`config.mk`:
```
export PLATFORM = sky130hd
export DESIGN_NAME = inst_mem_loader
export DESIGN_NICKNAME = d
export VERILOG_FILES = /design/src/rtl/inst_mem_loader_pkg.sv /design/src/rtl/inst_mem_loader_word_ram.sv /design/src/rtl/inst_mem_loader.sv
export SDC_FILE = /design/constraint.sdc
export NUM_CORES = 2
export LEC_CHECK = 0
export ABC_AREA = 1
export BUFFER_PORTS_ARGS = -buffer_cell sky130_fd_sc_hd__buf_2
export CORE_AREA = 2 2 463 465
export DETAILED_ROUTE_END_ITERATION = 7
export DIE_AREA = 0 0 465 467
export PLACE_DENSITY = 0.59
export SYNTH_ARGS = -nofsm -noshare
export SYNTH_HDL_FRONTEND = slang
export SYNTH_SLANG_ARGS = --single-unit
```
`constraint.sdc`:
```
create_clock -name clk -period 5.1 [get_ports clk]
set_input_delay 0.765 -clock clk [delete_from_list [all_inputs] [get_ports clk]]
set_output_delay 0.765 -clock clk [all_outputs]
set_load 0.02 [all_outputs]
```
`src/rtl/inst_mem_loader_pkg.sv`:
```
// inst_mem_loader_pkg: shared loader FSM states and constants for the program loader.
//   Provides state_t (loader FSM states), SYNC_BYTE_DEF (default frame marker)
//   and WORD_W (instruction word width).
package inst_mem_loader_pkg;
    typedef enum logic [2:0] {
        S_SYNC,
        S_LEN,
        S_DATA,
        S_SUM,
        S_COMMIT,
        S_RUN,
        S_ERR
    } state_t;
    localparam logic [7:0] SYNC_BYTE_DEF = 8'hA5;
    localparam int WORD_W = 32;
endpackage

```
`src/rtl/inst_mem_loader_word_ram.sv`:
```
// inst_word_ram: 2^ADDR_W x 32 instruction store, synchronous write, asynchronous read.
//   clk   in  clock
//   we    in  write enable
//   waddr in  write word address
//   wdata in  write word
//   raddr in  read word address
//   rdata out word at raddr (combinational)
module inst_word_ram
    import inst_mem_loader_pkg::*;
#(
    parameter int ADDR_W = 6
) (
    input  logic              clk,
    input  logic              we,
    input  logic [ADDR_W-1:0] waddr,
    input  logic [WORD_W-1:0] wdata,
    input  logic [ADDR_W-1:0] raddr,
    output logic [WORD_W-1:0] rdata
);
    logic [WORD_W-1:0] mem [1 << ADDR_W];

    always_ff @(posedge clk) begin
        if (we) mem[waddr] <= wdata;
    end

    assign rdata = mem[raddr];
endmodule

```
`src/rtl/inst_mem_loader.sv`:
```
// inst_mem_loader: framed byte-stream program loader and instruction-memory responder.
//   clk, Rst (async, active-high)
//   rx_data/rx_valid/rx_ready : byte input handshake
//   Inst_addr/Inst_data       : combinational fetch port
//   cpu_hold                  : core reset, high except while running
//   load_done/load_err        : outcome of the last frame
//   words_loaded              : words written by the current or last frame
//   Define INST_LOADER_CHECKSUM_EN to require a trailing XOR checksum byte.
module inst_mem_loader
    import inst_mem_loader_pkg::*;
#(
    parameter int         ADDR_W    = 6,
    parameter logic [7:0] SYNC_BYTE = SYNC_BYTE_DEF
) (
    input  logic              clk,
    input  logic              Rst,
    input  logic [7:0]        rx_data,
    input  logic              rx_valid,
    output logic              rx_ready,
    input  logic [ADDR_W-1:0] Inst_addr,
    output logic [WORD_W-1:0] Inst_data,
    output logic              cpu_hold,
    output logic              load_done,
    output logic              load_err,
    output logic [ADDR_W:0]   words_loaded
);
    localparam int DEPTH = 1 << ADDR_W;

    state_t            state_q, state_d;
    logic [23:0]       asm_q, asm_d;
    logic [1:0]        lane_q, lane_d;
    logic [ADDR_W-1:0] waddr_q, waddr_d;
    logic [ADDR_W:0]   cnt_q, cnt_d;
    logic [ADDR_W:0]   words_q, words_d;
    logic              done_q, done_d;
    logic              err_q, err_d;
`ifdef INST_LOADER_CHECKSUM_EN
    logic [7:0]        sum_q, sum_d;
`endif
    logic              xfer, we, is_sync, len_bad, last_word;
    logic [ADDR_W:0]   len_w;

    assign rx_ready  = !Rst && state_q != S_COMMIT;
    assign xfer      = rx_valid && rx_ready;
    assign is_sync   = rx_data == SYNC_BYTE;
    // A zero length byte encodes a full store.
    assign len_w     = rx_data == 8'd0 ? (ADDR_W+1)'(DEPTH) : (ADDR_W+1)'(rx_data);
    assign len_bad   = 32'(rx_data) > 32'(DEPTH);
    assign last_word = words_q + (ADDR_W+1)'(1) == cnt_q;

    always_comb begin
        state_d = state_q;
        asm_d   = asm_q;
        lane_d  = lane_q;
        waddr_d = waddr_q;
        cnt_d   = cnt_q;
        words_d = words_q;
        done_d  = done_q;
        err_d   = err_q;
`ifdef INST_LOADER_CHECKSUM_EN
        sum_d   = sum_q;
`endif
        we      = 1'b0;
        case (state_q)
            S_SYNC: state_d = xfer && is_sync ? S_LEN : S_SYNC;
            S_LEN: begin
                if (xfer && len_bad) begin
                    state_d = S_ERR;
                    err_d   = 1'b1;
                end else if (xfer) begin
                    state_d = S_DATA;
                    cnt_d   = len_w;
                    waddr_d = '0;
                    lane_d  = '0;
                    words_d = '0;
`ifdef INST_LOADER_CHECKSUM_EN
                    sum_d   = '0;
`endif
                end
            end
            S_DATA: begin
                if (xfer) begin
                    asm_d  = {rx_data, asm_q[23:8]};
                    lane_d = lane_q + 2'd1;
`ifdef INST_LOADER_CHECKSUM_EN
                    sum_d  = sum_q ^ rx_data;
`endif
                    if (lane_q == 2'd3) begin
                        we      = 1'b1;
                        waddr_d = waddr_q + ADDR_W'(1);
                        words_d = words_q + (ADDR_W+1)'(1);
`ifdef INST_LOADER_CHECKSUM_EN
                        state_d = last_word ? S_SUM : S_DATA;
`else
                        state_d = last_word ? S_COMMIT : S_DATA;
`endif
                    end
                end
            end
`ifdef INST_LOADER_CHECKSUM_EN
            S_SUM: begin
                if (xfer) begin
                    state_d = rx_data == sum_q ? S_COMMIT : S_ERR;
                    err_d   = rx_data != sum_q;
                end
            end
`endif
            S_COMMIT: begin
                state_d = S_RUN;
                done_d  = 1'b1;
                err_d   = 1'b0;
            end
            S_RUN: begin
                if (xfer && is_sync) begin
                    state_d = S_LEN;
                    done_d  = 1'b0;
                end
            end
            S_ERR: begin
                if (xfer && is_sync) begin
                    state_d = S_LEN;
                    err_d   = 1'b0;
                end
            end
            default: state_d = S_SYNC;
        endcase
    end

    always_ff @(posedge clk or posedge Rst) begin
        if (Rst) begin
            state_q <= S_SYNC;
            asm_q   <= '0;
            lane_q  <= '0;
            waddr_q <= '0;
            cnt_q   <= '0;
            words_q <= '0;
            done_q  <= 1'b0;
            err_q   <= 1'b0;
`ifdef INST_LOADER_CHECKSUM_EN
            sum_q   <= '0;
`endif
        end else begin
            state_q <= state_d;
            asm_q   <= asm_d;
            lane_q  <= lane_d;
            waddr_q <= waddr_d;
            cnt_q   <= cnt_d;
            words_q <= words_d;
            done_q  <= done_d;
            err_q   <= err_d;
`ifdef INST_LOADER_CHECKSUM_EN
            sum_q   <= sum_d;
`endif
        end
    end

    assign cpu_hold     = state_q != S_RUN;
    assign load_done    = done_q;
    assign load_err     = err_q;
    assign words_loaded = words_q;

    inst_word_ram #(.ADDR_W(ADDR_W)) u_ram (
        .clk   (clk),
        .we    (we),
        .waddr (waddr_q),
        .wdata ({rx_data, asm_q}),
        .raddr (Inst_addr),
        .rdata (Inst_data)
    );
endmodule

```
==> summary.txt <==
Synth
  • Synth Area in Simple Gates: 22.5%
  • Mean Syn Cell Area: 12.1 µm²
  • Synth top area share: 72.7%
  • Largest family of logic cells by synthesized area: simple AND/OR/NAND/NOR gates
  • Most common library cells after synthesis: 2241 x nand2_1, 2048 x edfxtp_1, 1977 x nand3_1
  • Synth async-reset ratio: 2.43%
  • Yosys warns: 0
  • Register area share after synthesis: 74.2%
  • Dominant cells by area after synthesis: edfxtp_1 73%, nand3_1 12%, nand2_1 9.9%
  • Mapped Cells: 7005
  • Synth area leader: edfxtp_1
  • Post-Synth XOR/XNOR Area: 0.0621%
  • Synth Flop Type: edfxtp_1
  • Post-synthesis register bit count: 2099
  • Post-synth EDFFs: 2048
  • Synth Area in Compound Gates: 0.274%
  • Post-Synth Adder-Cell Area: 0.0444%
  • Mux cell area share after synthesis: 0%
  • Syn_nets: 7025
  • Most common cell in the netlist: nand2_1
  • Netlist cell types: 34
  • Cell Area, Synth: 84600 µm²

CTS
  • Post-CTS sizing: 0
  • Clk_lat worst skew: 0.88 ns
  • Clock buffer depth: 3
  • CTS sink count: 2099
  • Clock Pin Slew Worst Setup and Hold Paths: 0.06 ns
  • Hold buffer count at cts: 0
  • Root buf cell: clkbuf_16
  • Post-CTS setup buffer count: 0
  • H-tree levels: 4
  • TritonCTS clock tree: built
  • Total CTS buffers: 210

Route
  • Detail Route Antenna Nets: 0
  • Initial DRC count: 7641
  • Vias per std cell: 5.56
  • Pre-antenna DRT Iters: 6
  • DR vias: 56000
  • # DRC: 0
  • Drt total wl: 253000 µm
  • DR WL/cell: 25.2 µm

Timing
  • Minimum clock period: 4.33 ns
  • Slew margin rel.: 17.9%
  • Period utilization: 84.9%
  • Final WS setup: 0.769 ns
  • Hold slack: 0.115 ns
  • Setup TNS Final: 0 ns
  • Clock Skew: 0.0636 ns
  • Unrepaired setup endpoints after global routing: false
  • Worst slew pin tran: 1.23 ns
  • Hold Fails Final Rpt: 0
  • Final Max Tran Viols: 0
  • Max Fclk: 231 MHz
  • Final setup violation count: 0

Pwr
  • Power Density: 412 nW/µm²
  • Sequential power share: 53.1%
  • Switch share: 25.7%
  • Pint: 29.4 mW
  • Power consumption: 39.5 mW
  • Comb power frac: 9.1%
  • VDD IR max: 419 µV
  • Clock power share: 37.9%
  • P_sw: 10.1 mW
  • Cell leakage power: 33.7 nW

Place
  • Post-DP HPWL: 137000 µm
  • Placed Instance Area: 89100 µm²
  • Dpl cells: 9661
  • Pre-CTS setup slack: 0.748 ns
  • Port-buffer cells: 59
  • GPL Wtd Cong: 0.833

Final layout
  • Final Util: 45.2%
  • Nets: 7072
  • Share of cells above drive strength 1: 9.54%
  • Post-route cell area: 95800 µm²
  • Finished Layout Cells: 10100
  • Area grow syn2layout: 13.2%

Die
  • Ports: 60
  • DIE AREA: 217000 µm²
  • Initial Util: 40.0%
  • Die W: 465 µm
  • Core area: 212000 µm²
  • # rows: 169
  • Die Ht: 467 µm

Global route
  • Antenna violations before repair: 14
  • Number of global-route vias before repair: 53100
  • Global-route wire length before repair: 368000 µm
  • Gr usage total: 22.9%
  • Grt ovf: 0
  • Largest net degree at the start of global routing: 157

Critical path
  • R2r endpoint: u_ram.mem[23][23]
  • Kind of critical path: input port to output pin
  • Setup crit start: Inst_addr[0]
  • Worst EP required: 4.34 ns
  • Crit Path Max Fanout: 156
  • Worst setup SP type: input port
  • Setup slack, reg-to-reg: 1.26 ns
  • Worst Path Arrival: 3.57 ns
  • FF-to-FF Start: state_q[0]
  • Register-to-Register Path Depth: 11
  • Worst setup EP type: output pin

Status
  • Status: finished, final reports clean

Run
  • Max-Cap Viols: 0

Min path
  • Min-Delay Path Class: input port to asynchronous set/reset pin
## flip-flops by register name (all words and copies together) (netlist names)
signal,cells
lane_q,2
u_ram.mem,2048
cnt_q,7
state_q,3
asm_q,24
load_done,1
waddr_q,6
load_err,1
words_loaded,7
## worst max path at each step
stage / end / slack (ns)
6_report: Inst_data[15] / 0.77
5_1_grt: Inst_data[13] / 0.59
4_1_cts: Inst_data[15] / 0.74
3_5_place_dp: Inst_data[15] / 0.75
3_3_place_gp: Inst_data[15] / 0.79
2_1_floorplan: u_ram.mem[0][0] / 1.75
## cell families after synthesis
kind of cell | after synthesis
XOR/XNOR | 6
AND/OR/NAND/NOR | 4346
AO/OA/AOI/OAI | 45
adder cells (fa/ha/maj) | 3
flip-flops | 2099
buffers and inverters | 506
## routing by layer
metal  GRT usage, %  vias up  part of all wire (%)
met3           3.44      407                   8.6
met2           35.8     2658                    46
met1           32.5    27900                    42
met5              0        -                 0.016
met4           8.53        6                   3.5
li1               -    25000                     -
## layout make-up
cell class / count / area [µm²]
Tap cell: 2821 / 3530
Antenna cell: 8 / 20.0
Timing Repair Buffer: 289 / 2700
Sequential cell: 2099 / 62800
Inverter: 52 / 233
Fill cell: 18800 / 116000
Clock inverter: 138 / 1190
Multi-Input combinational cell: 4400 / 19900
Clock buffer: 257 / 5430
## critical path, cell delays in order
cell     delay [ns]
buf_8          0.20
inv_16         0.49
buf_12         0.35
buf_4          0.23
buf_4          0.28
nand2_1        0.08
nand3_1        0.07
nand3_1        0.08
nand3_1        0.11
nand3_1        0.23
nand3_1        0.16
and2_1         0.20
buf_2          0.20
## layout by cell type, fill, tap and decap left out, drive strengths merged, types with 6 or more instances in the layout
cell type	Yosys	layout
o21ai	38	38
a21oi	6	6
bufinv	0	13
nor2	83	83
nand3	1984	1984
edfxtp	2048	2048
clkbuf	54	257
clkinv	0	112
and2	25	25
dfrtp	51	51
diode	0	8
inv	52	60
buf	400	289
nand2	2247	2247
## power by group through the flow
stage	Combinational, mW	Clock [mW]	Sequential, mW
after floorplan	1.48	0	21.5
after global placement	3.48	0	21.3
after detailed placement	3.55	0	21.3
after CTS	3.56	15.1	21.0
after global routing	3.85	15.8	21.0
final	3.57	15.0	21.0
Power figures use the tool's default switching activity.
